### config.mk
export PLATFORM = sky130hd
export DESIGN_NAME = hex_display_scanner_flat
export DESIGN_NICKNAME = d
export VERILOG_FILES = /design/src/rtl/display_pkg.sv /design/src/rtl/hex_display_scanner_if.sv /design/src/rtl/hex_display_scanner_hex_to_7seg.sv /design/src/rtl/hex_display_scanner.sv /design/src/flat_wrapper.sv
export SDC_FILE = /design/constraint.sdc
export NUM_CORES = 1
export LEC_CHECK = 0
export BUFFER_PORTS_ARGS = -buffer_cell sky130_fd_sc_hd__buf_4
export CAP_MARGIN = 20
export CORE_UTILIZATION = 60
export CTS_CLUSTER_DIAMETER = 60
export DETAILED_ROUTE_END_ITERATION = 6
export PLACE_DENSITY = 0.86
export REMOVE_ABC_BUFFERS = 1
export SLEW_MARGIN = 10
export SYNTH_ARGS = -nofsm -noshare
export SYNTH_HDL_FRONTEND = slang
export SYNTH_SLANG_ARGS = --single-unit
### constraint.sdc
create_clock -name clk -period 6 [get_ports clk]
set_input_delay 0.3 -clock clk [delete_from_list [all_inputs] [get_ports clk]]
set_output_delay 0.3 -clock clk [all_outputs]
set_load 0.01 [all_outputs]
### src/rtl/display_pkg.sv
// Shared constants and types for the hex display scanner and other debug tops.
//   SEG_TABLE : nibble -> segment pattern, {g,f,e,d,c,b,a}, active-high
//   SEG_OFF   : active-low cathode value with every segment dark
//   phase_e   : per-slot scan phase
package display_pkg;

    localparam logic [6:0] SEG_OFF = 7'h7F;

    localparam logic [6:0] SEG_TABLE [16] = '{
        7'h3F, 7'h06, 7'h5B, 7'h4F, 7'h66, 7'h6D, 7'h7D, 7'h07,
        7'h7F, 7'h6F, 7'h77, 7'h7C, 7'h39, 7'h5E, 7'h79, 7'h71
    };

    typedef enum logic {
        BLANK = 1'b0,
        ON    = 1'b1
    } phase_e;

endpackage

### src/rtl/hex_display_scanner_if.sv
// Capture/display bus of the hex display scanner.
//   value_in   : 16-bit value to show, nibble i on digit i (digit 0 rightmost)
//   load       : capture strobe for value_in/dp_in
//   dp_in      : decimal-point request per digit, 1 = lit
//   blank_all  : forces every anode off while high
//   seg_n      : segment cathodes, active-low, {g,f,e,d,c,b,a}
//   dp_n       : decimal-point cathode, active-low
//   an_n       : digit anodes, active-low
//   frame_tick : one-cycle pulse per frame boundary
interface hex_display_scanner_if;
    logic [15:0] value_in;
    logic        load;
    logic [3:0]  dp_in;
    logic        blank_all;
    logic [6:0]  seg_n;
    logic        dp_n;
    logic [3:0]  an_n;
    logic        frame_tick;

    modport master (
        output value_in, load, dp_in, blank_all,
        input  seg_n, dp_n, an_n, frame_tick
    );

    modport slave (
        input  value_in, load, dp_in, blank_all,
        output seg_n, dp_n, an_n, frame_tick
    );
endinterface

### src/rtl/hex_display_scanner_hex_to_7seg.sv
// Combinational nibble to 7-segment pattern lookup.
//   nibble_i  : hex digit 0..F
//   pattern_o : {g,f,e,d,c,b,a}, active-high
module hex_to_7seg
    import display_pkg::*;
(
    input  logic [3:0] nibble_i,
    output logic [6:0] pattern_o
);
    assign pattern_o = SEG_TABLE[nibble_i];
endmodule

### src/rtl/hex_display_scanner.sv
// Four-digit multiplexed common-anode hex display driver with frame-synchronous
// updates, inter-digit blanking, leading-zero blanking and per-digit points.
//   clk, rst : system clock, synchronous active-high reset
//   bus      : slave side of hex_display_scanner_if (capture inputs, pin outputs)
//
// state | meaning
// BLANK | first BLANK_CYCLES of a slot, all anodes off to kill ghosting
// ON    | rest of the slot, current digit driven
module hex_display_scanner
    import display_pkg::*;
#(
    parameter int DIGIT_CYCLES = 6250,
    parameter int BLANK_CYCLES = 250,
    parameter bit LZB_EN       = 1'b1
) (
    input  logic                  clk,
    input  logic                  rst,
    hex_display_scanner_if.slave  bus
);
    localparam int CW = (DIGIT_CYCLES > 1) ? $clog2(DIGIT_CYCLES) : 1;
    localparam logic [CW-1:0] CNT_LAST = CW'(DIGIT_CYCLES - 1);
    localparam logic [CW-1:0] CNT_ON   = CW'(BLANK_CYCLES);

    logic [CW-1:0] cnt_q, cnt_d;
    logic [1:0]    digit_q, digit_d;
    phase_e        phase_q, phase_d;
    logic [19:0]   pend_q, pend_d;     // {value, dp}
    logic [19:0]   disp_q, disp_d;
    logic [6:0]    seg_q, seg_d;
    logic          dp_q, dp_d;
    logic [3:0]    an_q, an_d;
    logic          tick_q, tick_d;

    logic          frame_end;
    logic [15:0]   disp_val;
    logic [3:0]    disp_dp;
    logic [3:0]    cur_nib;
    logic [6:0]    cur_pat;
    logic          lz_blank;

    assign disp_val = disp_q[19:4];
    assign disp_dp  = disp_q[3:0];
    assign cur_nib  = disp_val[{digit_q, 2'b00} +: 4];

    hex_to_7seg u_hex_to_7seg (
        .nibble_i  (cur_nib),
        .pattern_o (cur_pat)
    );

    // Digit d>0 is dark when it and every more-significant nibble are zero.
    assign lz_blank = LZB_EN && (digit_q != 2'd0) &&
                      ((disp_val >> {digit_q, 2'b00}) == 16'h0000);

    always_comb begin
        cnt_d     = cnt_q + 1'b1;
        digit_d   = digit_q;
        phase_d   = phase_q;
        frame_end = 1'b0;
        if (cnt_q == CNT_LAST) begin
            cnt_d     = '0;
            digit_d   = digit_q + 2'd1;
            phase_d   = BLANK;
            frame_end = (digit_q == 2'd3);
        end else if (cnt_d == CNT_ON) begin
            phase_d   = ON;
        end

        pend_d = bus.load ? {bus.value_in, bus.dp_in} : pend_q;
        // pend_d already carries a same-edge load, so it wins over the old pending.
        disp_d = frame_end ? pend_d : disp_q;

        an_d   = 4'hF;
        seg_d  = SEG_OFF;
        dp_d   = 1'b1;
        tick_d = frame_end;
        if (phase_q == ON && !bus.blank_all && !lz_blank) begin
            an_d  = ~(4'b0001 << digit_q);
            seg_d = ~cur_pat;
            dp_d  = ~disp_dp[digit_q];
        end
    end

    always_ff @(posedge clk) begin
        if (rst) begin
            cnt_q   <= '0;
            digit_q <= 2'd0;
            phase_q <= BLANK;
            pend_q  <= '0;
            disp_q  <= '0;
            seg_q   <= SEG_OFF;
            dp_q    <= 1'b1;
            an_q    <= 4'hF;
            tick_q  <= 1'b0;
        end else begin
            cnt_q   <= cnt_d;
            digit_q <= digit_d;
            phase_q <= phase_d;
            pend_q  <= pend_d;
            disp_q  <= disp_d;
            seg_q   <= seg_d;
            dp_q    <= dp_d;
            an_q    <= an_d;
            tick_q  <= tick_d;
        end
    end

    assign bus.seg_n      = seg_q;
    assign bus.dp_n       = dp_q;
    assign bus.an_n       = an_q;
    assign bus.frame_tick = tick_q;

endmodule

### src/flat_wrapper.sv
// flat-port wrapper written by rule: the top's interface ports become plain ports
module hex_display_scanner_flat import display_pkg::*;
#(
    parameter int DIGIT_CYCLES = 6250,
    parameter int BLANK_CYCLES = 250,
    parameter bit LZB_EN       = 1'b1
)
  (clk, rst, bus_value_in, bus_load, bus_dp_in, bus_blank_all, bus_seg_n, bus_dp_n, bus_an_n, bus_frame_tick);
  hex_display_scanner_if bus_i ();
  input  logic clk;
  input  logic rst;
  input wire logic [$bits(bus_i.value_in)-1:0] bus_value_in;
  input wire logic [$bits(bus_i.load)-1:0] bus_load;
  input wire logic [$bits(bus_i.dp_in)-1:0] bus_dp_in;
  input wire logic [$bits(bus_i.blank_all)-1:0] bus_blank_all;
  output wire logic [$bits(bus_i.seg_n)-1:0] bus_seg_n;
  output wire logic [$bits(bus_i.dp_n)-1:0] bus_dp_n;
  output wire logic [$bits(bus_i.an_n)-1:0] bus_an_n;
  output wire logic [$bits(bus_i.frame_tick)-1:0] bus_frame_tick;
  assign bus_i.value_in = bus_value_in;
  assign bus_i.load = bus_load;
  assign bus_i.dp_in = bus_dp_in;
  assign bus_i.blank_all = bus_blank_all;
  assign bus_seg_n = bus_i.seg_n;
  assign bus_dp_n = bus_i.dp_n;
  assign bus_an_n = bus_i.an_n;
  assign bus_frame_tick = bus_i.frame_tick;
  hex_display_scanner #(.DIGIT_CYCLES(DIGIT_CYCLES), .BLANK_CYCLES(BLANK_CYCLES), .LZB_EN(LZB_EN)) u_core (.clk(clk), .rst(rst), .bus(bus_i));
endmodule
==> results of run 1 <==
## placed cells by master, fill, tap and decap left out, types with 6 or more instances in the layout
cell / synthesis / routed
buf_4: 0 / 37
ha_1: 13 / 13
xor2_1: 6 / 6
a21oi_1: 23 / 23
mux2i_1: 21 / 21
nand3_1: 7 / 7
inv_1: 7 / 7
clkbuf_8: 2 / 9
nor2_1: 83 / 83
dfxtp_1: 69 / 69
nand2_1: 16 / 16
## power groups by stage
stage	clock network [mW]	registers (mW)	logic [mW]
after floorplan	0	0.482	0.0191
after global placement	0	0.483	0.0404
after detailed placement	0	0.484	0.0414
after CTS	0.410	0.473	0.0418
after global routing	0.429	0.474	0.0462
final	0.403	0.473	0.0415
## final cells by class
cell class | count | area (µm²) | share of cell area (%)
flip-flops and latches | 69 | 1380 | 39.3
clock inverters | 6 | 87.6 | 2.49
inverters | 7 | 26.3 | 0.748
repair buffers | 37 | 278 | 7.90
clock buffers | 10 | 128 | 3.63
multi-input cells | 234 | 1530 | 43.5
well taps | 67 | 83.8 | 2.39
## routing by layer
layer | vias to the layer above | GRT usage, % | share of wire, %
met1 | 1099 | 31.4 | 47
li1 | 1185 | - | -
met5 | - | 0 | 0
met2 | 67 | 36.1 | 47
met3 | 6 | 6.31 | 5.0
met4 | 0 | 7.69 | 1.1
## worst reg2reg max path: cells and delay by family, from the launching register on
kind	cells	cell delay [ns]
AOI/OAI and AO/OA	2	0.34
muxes	1	0.62
buffers and inverters	1	0.17
and+or+nand+nor	2	0.64
DFF	1	0.57
adders and majority gates	1	0.19
## flip-flops by register name (all words and copies together), names as in the netlist
signal and count:
u_core.pend_q 20, u_core.bus.seg_n 7, u_core.digit_q 2, u_core.bus.an_n 4, u_core.disp_q 20, u_core.phase_q 1, u_core.bus.dp_n 1, u_core.bus.frame_tick 1
u_core.cnt_q 13
## path summary, 6_finish.rpt
kind,end,depth (start not counted),slack (ns),from
max reg2reg,u_core.bus.seg_n[4],7,3.40,u_core.digit_q[0]
min reg2reg,u_core.pend_q[15],2,0.50,u_core.pend_q[15]
min,u_core.bus.an_n[0],3,0.19,bus_blank_all
max,u_core.bus.seg_n[4],7,3.40,u_core.digit_q[0]
## kinds of logic (layout without fill, tap and decap cells)
group	after synthesis	after routing	synth area share [%]
flip-flops	69	69	45.0
buffers and inverters	29	60	5.10
multiplexers	28	28	11.4
XOR/XNOR	11	11	3.14
AO/OA/AOI/OAI	43	43	8.61
AND/OR/NAND/NOR	139	139	21.5
adder cells (fa/ha/maj)	13	13	5.30
## through the flow
| step | power [mW] | worst slack (ns) | hold slack (ns) | util (%) | instance area (µm²) |
|---|---|---|---|---|---|
| final | 0.918 | 3.40 | 0.189 | 73.0 | 3510 |
| after global routing | 0.949 | 3.25 | 0.179 | 73.0 | 3510 |
| after CTS | 0.925 | 3.38 | 0.183 | 73.0 | 3510 |
| after detailed placement | 0.525 | 3.40 | 0.482 | 68.5 | 3300 |
| after global placement | 0.523 | 3.52 | 0.469 | 68.5 | 3300 |
| after floorplan | 0.501 | 3.62 | 0.372 | - | 2940 |
==> results_dict.tcl, run 1 <==
set metrics [dict create \
    status "completed" \
    gp_congestion 0.862 \
    vias 2357 \
    switchingPower_mw 0.197 \
    synthTopCellsByArea "dfxtp_1, nor2_1, mux2i_1" \
    yosys_most_used_dff "dfxtp_1" \
    critPathMaxFanout 11 \
    clock.fmax_mhz 384 \
    setup_viol 0 \
    dieArea_um2 5400 \
    ys_warn_count 0 \
    ys_async_sr_fraction_pct 0 \
    insertion_delay_ns 0.34 \
    min_path_type "in -> reg" \
    rows 25 \
    ctsHoldBuffers 0 \
    cts_setup_buffers 0 \
    hpwl_um 3940 \
    leakagePower_nw 1.39 \
    intPower_mw 0.721 \
    yosys-top-cells-count "nor2_1, dfxtp_1, a21oi_1" \
    root_buffer "clkbuf_8" \
    cts_tree "built" \
    p_sw_share_pct 21.5 \
    start_util_pct 63.7 \
    syn_area_um2 3070 \
    worstPathRequired_ns 6.26 \
    p_comb_share_pct 4.5 \
    port_buffers 36 \
    clockBufferDepth 2 \
    core-area_um2 4820 \
    synth-seq-cells 69 \
    vias_per_cell 5.48 \
    first_iter_violations 139 \
    crit_type "reg -> reg" \
    syn_avg_cell_area_um2 9.24 \
    fin_nets 395 \
    htreeDepth 3 \
    ir_drop_mv 0.186 \
    slew_headroom_pct 53.6 \
    min_period_ns 2.60 \
    seqPwrFrac_pct 51.5 \
    clk_pin_slew_worst_paths_ns 0.07 \
    dp_cells 414 \
    diodes 0 \
    cp-start-kind "flip-flop" \
    dr.pass1.iters 4 \
    synth_edf_count 0 \
    antenna_left 0 \
    cp_slowest_cell "mux4_2" \
    clock_power_share_pct 43.9 \
    syn_inst 332 \
    finalCritPeriodShare_pct 43.4 \
    yosysMostFrequentCell "nor2_1" \
    grt_max_degree 46 \
    final_cell_count_no_fill 430 \
    grt_pass1_vias 2106 \
    area_growth_pct 14.6 \
    yosysTopAreaCell "dfxtp_1" \
    crit_chain "mux4_2 -> inv_1 -> ha_1 -> or4b_1 -> a211oi_1 -> nor2b_1 -> o211ai_1" \
    cp-end-kind "flip-flop" \
    grt_use_total_pct 23.2 \
    drive_gt1_share_pct 18.2 \
    fillers 381 \
    netlist.area_leader.share_pct 45.0 \
    tightest_slew_ns 0.694 \
    overflow 0 \
    cts_sinks 69 \
    ys_types 51 \
    drt-wirelength-per-cell_um 13.3 \
    io_pins 37 \
    final-hold-violation-count 0 \
    slew_viol_final 0 \
    tns_ns 0 \
    cp_slowest_stage_delay_ns 0.61 \
    crit_buf_inv 1 \
    grt_pass1_wl_um 9580 \
    cts_buffers 9 \
    fin_worst_skew_ns 0.00933 \
    crit_family "simple AND/OR/NAND/NOR gates" \
    die_h_um 73.5 \
    seq_area_frac_synth_pct 45.0 \
    cap_violations 0 \
    die_w_um 73.5 \
    antenna_found_initial 0 \
    drc 0 \
    drt_wl_total_um 5720 \
    cts_resized 0 \
    cp.arrival_ns 2.86 \
    rsz0062_at_grt "false" \
    p_per_area_nw_per_um2 261 \
]
No activity file was read; power rests on OpenSTA's default activity.
==> run 2: changes to the inputs <==
--- a/config.mk
+++ b/config.mk
@@ -7,10 +7,10 @@
 export LEC_CHECK = 0
 export BUFFER_PORTS_ARGS = -buffer_cell sky130_fd_sc_hd__buf_4
 export CAP_MARGIN = 20
-export CORE_UTILIZATION = 60
+export CORE_UTILIZATION = 57
 export CTS_CLUSTER_DIAMETER = 60
 export DETAILED_ROUTE_END_ITERATION = 6
-export PLACE_DENSITY = 0.86
+export PLACE_DENSITY = 0.82
 export REMOVE_ABC_BUFFERS = 1
 export SLEW_MARGIN = 10
 export SYNTH_ARGS = -nofsm -noshare
==> constraint.sdc (replaced) <==
create_clock -name clk -period 2.55 [get_ports clk]
set_input_delay 0.1275 -clock clk [delete_from_list [all_inputs] [get_ports clk]]
set_output_delay 0.1275 -clock clk [all_outputs]
set_load 0.01 [all_outputs]
==> results_dict.tcl, run 2 (synthesis results as in run 1) <==
set metrics [dict create \
    final_common_cell "nor2_1" \
    htreeDepth 3 \
    vias_per_cell 5.38 \
    final-hold-violation-count 0 \
    cts_tree "built" \
    top_layer_used "met4" \
    die_h_um 75.4 \
    antenna_left 0 \
    grt_pass1_wl_um 9790 \
    min_period_ns 2.35 \
    first_iter_violations 176 \
    p_comb_share_pct 4.4 \
    dr.pass1.iters 7 \
    critPathMaxFanout 11 \
    grt_use_total_pct 23.5 \
    cp-start-kind "flip-flop" \
    p_sw_share_pct 20.5 \
    wl_met2_um 2640 \
    clock.fmax_mhz 425 \
    fin_area_um2 3570 \
    setup_viol 0 \
    clockBufferDepth 2 \
    p_per_area_nw_per_um2 634 \
    cp.arrival_ns 2.62 \
    routedLengthMet1_um 2770 \
    port_buffers 36 \
    io_pins 37 \
    slew_viol_final 0 \
    root_buffer "clkbuf_8" \
    grt_pass1_vias 2096 \
    cap_violations 0 \
    grt_max_degree 46 \
    fillers 400 \
    dr_wl_met3_um 315 \
    core-area_um2 5140 \
    seqPwrFrac_pct 49.2 \
    crit_chain "mux4_2 -> inv_1 -> ha_1 -> or4b_1 -> a211oi_1 -> nor2b_1 -> o211ai_1" \
    worstPathRequired_ns 2.82 \
    reg.largest.list "u_core.disp_q (20), u_core.pend_q (20), u_core.cnt_q (13)" \
    cp_slowest_cell "mux4_2" \
    vias 2347 \
    drc 0 \
    insertion_delay_ns 0.34 \
    diodes 0 \
    drive_gt1_share_pct 19.1 \
    gp_congestion 0.859 \
    switchingPower_mw 0.463 \
    crit_type "reg -> reg" \
    clock_power_share_pct 46.3 \
    cts_buffers 9 \
    intPower_mw 1.80 \
    leakagePower_nw 1.43 \
    overflow 0 \
    clk_pin_slew_worst_paths_ns 0.07 \
    rsz0062_at_grt "false" \
    rows 26 \
    area_growth_pct 16.2 \
    tightest_slew_ns 0.664 \
    start_util_pct 59.7 \
    drt_wl_total_um 5880 \
    cp-end-kind "flip-flop" \
    regToRegSetupSlack_ns 0.20 \
    cts_sinks 69 \
    fin_worst_skew_ns 0.00832 \
    finalCritPeriodShare_pct 92.3 \
    min_path_type "in -> reg" \
    die_w_um 75.4 \
    status "completed" \
    postPlaceCellArea_um2 3330 \
    slew_headroom_pct 55.6 \
    antenna_found_initial 0 \
    cp_slowest_stage_delay_ns 0.57 \
    hpwl_um 3890 \
    fin_nets 398 \
    ctsHoldBuffers 0 \
    tns_ns 0 \
    dieArea_um2 5680 \
    ir_drop_mv 0.453 \
    drt-wirelength-per-cell_um 13.5 \
    mostFrequentLayoutCells "nor2_1, dfxtp_1, buf_4, a21oi_1, mux2i_1" \
]
==> run 2: power groups by stage <==
| stage | clock [mW] | combinational [mW] | sequential (mW) |
|---|---|---|---|
| after floorplan | 0 | 0.0450 | 1.13 |
| after global placement | 0 | 0.0962 | 1.14 |
| after detailed placement | 0 | 0.0985 | 1.14 |
| after CTS | 1.06 | 0.101 | 1.11 |
| after global routing | 1.11 | 0.111 | 1.12 |
| final | 1.05 | 0.100 | 1.11 |
==> run 2: final timing paths <==
kind | to | cells past startpoint | start
worst max-delay path | u_core.bus.seg_n[4] | 7 | u_core.digit_q[0]
worst min-delay path | u_core.bus.an_n[0] | 3 | bus_blank_all
worst max register to register | u_core.bus.seg_n[4] | 7 | u_core.digit_q[0]
worst min register to register | u_core.disp_q[0] | 2 | u_core.disp_q[0]
==> run 2: timing repair <==
action | in CTS | in global routing
buffers inserted | 0 | 0
setup endpoints to repair | 0 | 4
resized for setup | 0 | 1
==> run 2: worst max-delay path: cells and delay by family, from the launching register on <==
family                     cells  cell delay, ns
and+or+nand+nor                2            0.62
muxes                          1            0.57
DFF                            1            0.39
AOI/OAI and AO/OA              2            0.35
adders and majority gates      1            0.19
buffers and inverters          1            0.17
==> run 2: metrics by stage <==
stage          std cells  total power [mW]  util, %  setup WS (ns)  hold WS [ns]
5_1_grt              436              2.34     69.4         0.0635        0.0202
3_5_place_dp         420              1.24     64.7          0.117         0.370
4_1_cts              436              2.28     69.4         0.0916        0.0198
3_3_place_gp         420              1.23     64.7          0.220         0.355
6_report             436              2.26     69.4          0.197        0.0279
2_1_floorplan        310              1.18        -          0.174         0.200
==> run 2: layer usage <==
metal,track usage [%],vias to the layer above
met1,31.4,1073
met4,11.3,0
li1,-,1186
met5,0,-
met3,6.22,15
met2,35.6,73
==> run 2: area by class of cell <==
cell class              instances  area (µm²)  area share, %
multi-input cells             234        1530           42.9
flip-flops and latches         69        1380           38.8
repair buffers                 40         300           8.42
clock buffers                  10         128           3.58
clock inverters                 6         111           3.12
well taps                      70        87.6           2.46
inverters                       7        26.3          0.737
==> run 3: changes to the inputs <==
--- a/config.mk
+++ b/config.mk
@@ -5,12 +5,12 @@
 export SDC_FILE = /design/constraint.sdc
 export NUM_CORES = 1
 export LEC_CHECK = 0
+export ABC_AREA = 1
 export BUFFER_PORTS_ARGS = -buffer_cell sky130_fd_sc_hd__buf_4
-export CAP_MARGIN = 20
-export CORE_UTILIZATION = 57
-export CTS_CLUSTER_DIAMETER = 60
+export CORE_UTILIZATION = 58
+export CTS_CLUSTER_DIAMETER = 50
 export DETAILED_ROUTE_END_ITERATION = 6
-export PLACE_DENSITY = 0.82
+export PLACE_DENSITY = 0.83
 export REMOVE_ABC_BUFFERS = 1
 export SLEW_MARGIN = 10
 export SYNTH_ARGS = -nofsm -noshare
==> results_dict.tcl, run 3 <==
set metrics [dict create \
    drc 0 \
    finalCritPeriodShare_pct 87.8 \
    grt_pass1_vias 2607 \
    die_w_um 76.9 \
    rows 26 \
    grt_pass1_wl_um 11500 \
    grt_use_total_pct 24.5 \
    area_growth_pct 16.2 \
    seq_area_frac_synth_pct 42.5 \
    synthTopCellsByArea "dfxtp_1, nand2_1, nand3_1" \
    ir_drop_mv 0.564 \
    min_path_type "in -> reg" \
    antenna_found_initial 0 \
    status "completed" \
    core-area_um2 5240 \
    dr.pass1.iters 4 \
    timing.hold.ws_ns 0.0400 \
    syn_inst 423 \
    cap_violations 0 \
    grt_use_met1_pct 32.6 \
    reg.largest.list "u_core.disp_q (20), u_core.pend_q (20), u_core.cnt_q (13)" \
    syn_area_um2 3250 \
    final_common_cell "nand2_1" \
    slew_viol_final 0 \
    tightest_slew_ns 0.544 \
    yosys_most_used_dff "dfxtp_1" \
    crit_type "reg -> reg" \
    cts_setup_buffers 0 \
    ys_async_sr_fraction_pct 0 \
    synth-seq-cells 69 \
    regToRegSetupSlack_ns 0.31 \
    vias_per_cell 5.23 \
    vias 2786 \
    mostFrequentLayoutCells "nand2_1, dfxtp_1, nor2_1, inv_1, nand3_1" \
    cts_sinks 69 \
    yosysMostFrequentCell "nand2_1" \
    tns_ns 0 \
    ys_warn_count 0 \
    cp-startpoint "u_core.digit_q[0]" \
    clock.fmax_mhz 447 \
    cts_tree "built" \
    final-hold-violation-count 0 \
    netlist.area_leader.share_pct 42.5 \
    clk_pin_slew_worst_paths_ns 0.08 \
    pre_cts_slack_ns 0.326 \
    gp_congestion 0.915 \
    hold_path_startpoint "bus_value_in[13]" \
    cp-end-kind "flip-flop" \
    first_iter_violations 193 \
    rsz0062_at_grt "false" \
    yosysTopAreaCell "dfxtp_1" \
    port_buffers 36 \
    fin_nets 495 \
    insertion_delay_ns 0.35 \
    min_period_ns 2.24 \
    cp-start-kind "flip-flop" \
    worstPathRequired_ns 2.78 \
    cp.arrival_ns 2.46 \
    fin_worst_skew_ns 0.0101 \
    critPathMaxFanout 11 \
    rr_startpoint "u_core.digit_q[0]" \
    root_buffer "clkbuf_8" \
    drt_wl_total_um 6550 \
    yosys-top-cells-count "nand2_1, dfxtp_1, nor2_1" \
    htreeDepth 3 \
    overflow 0 \
    timing.final.ws_setup_ns 0.310 \
    hpwl_um 4550 \
    drive_gt1_share_pct 16.6 \
    ctsHoldBuffers 0 \
    met2_usage_pct 37.1 \
    leakagePower_nw 1.63 \
    io_pins 37 \
    syn_avg_cell_area_um2 7.68 \
    p_per_area_nw_per_um2 604 \
    grt_max_degree 25 \
    busiest_layer "met2" \
    slew_headroom_pct 63.5 \
    drt-wirelength-per-cell_um 12.3 \
    cts_buffers 9 \
    ys_types 31 \
    clockBufferDepth 2 \
    met3_usage_pct 6.19 \
    dp_cells 517 \
    final_cell_count_no_fill 533 \
    start_util_pct 62.1 \
    synth_edf_count 0 \
    die_h_um 76.9 \
    diodes 0 \
    antenna_left 0 \
    cts_resized 0 \
    power.total_mw 2.28 \
    setup_viol 0 \
    dieArea_um2 5910 \
]
## run 3: cell count changes in the layout (fill, tap and decap cells not counted), moves of 5 or more
cell     change
nand4_1      +9
nand2_1     +80
mux4_2       -5
xor2_1       -6
o21ai_0      +6
nor2_1      -39
o21ai_1      +5
inv_2        +5
nand3_1     +34
inv_1       +35
a21oi_2      +5
## run 3: final cells by class
| cell class | count | area [µm²] |
|---|---|---|
| Multi-Input combinational cell | 291 | 1590 |
| Fill cell | 417 | 1460 |
| Sequential cell | 69 | 1380 |
| Timing Repair Buffer | 40 | 300 |
| Inverter | 47 | 176 |
| Clock buffer | 10 | 128 |
| Clock inverter | 6 | 111 |
| Tap cell | 70 | 87.6 |
## run 3: path summary, 6_finish.rpt
check	end	depth (start not counted)
worst max-delay path	u_core.bus.seg_n[6]	12
worst min register to register	u_core.disp_q[2]	2
worst max register to register	u_core.bus.seg_n[6]	12
worst min-delay path	u_core.pend_q[17]	3
## run 3: logic make-up after synthesis
logic type	synth area share, %
AND/OR/NAND/NOR	27.0
AO/OA/AOI/OAI	10.5
flip-flops	42.5
multiplexers	6.16
buffers and inverters	8.54
adder cells (fa/ha/maj)	5.00
XOR/XNOR	0.269
## run 3: power breakdown
part / internal [mW] / switching, mW / leakage [nW]
logic: 0.0502 / 0.0566 / 0.956
registers: 1.10 / 0.00964 / 0.561
clock network: 0.650 / 0.416 / 0.116
total: 1.80 / 0.483 / 1.63
## run 3: per-layer routing
metal	wire (µm)	vias to the layer above	part of all wire, %
met1	3070	1254	47
met4	131	0	2.0
met3	352	12	5.4
met5	0	-	0
li1	-	1437	-
met2	2990	83	46
## run 3: critical path, cell delays in order (launching register included)
cell and delay (ns):
dfxtp_1 0.55, inv_2 0.19, nand2_1 0.12, nand2_1 0.05, o21ai_1 0.25, inv_1 0.16, ha_1 0.23, inv_1 0.05
nor2_1 0.03, nand3_1 0.08, a21oi_2 0.06, a21boi_4 0.25, nand2_1 0.10
## run 3: metrics by stage
step | instance area [µm²] | utilization (%)
after floorplan | 3150 | -
after global placement | 3540 | 67.5
after detailed placement | 3540 | 67.5
after CTS | 3780 | 72.1
after global routing | 3780 | 72.1
final | 3780 | 72.1
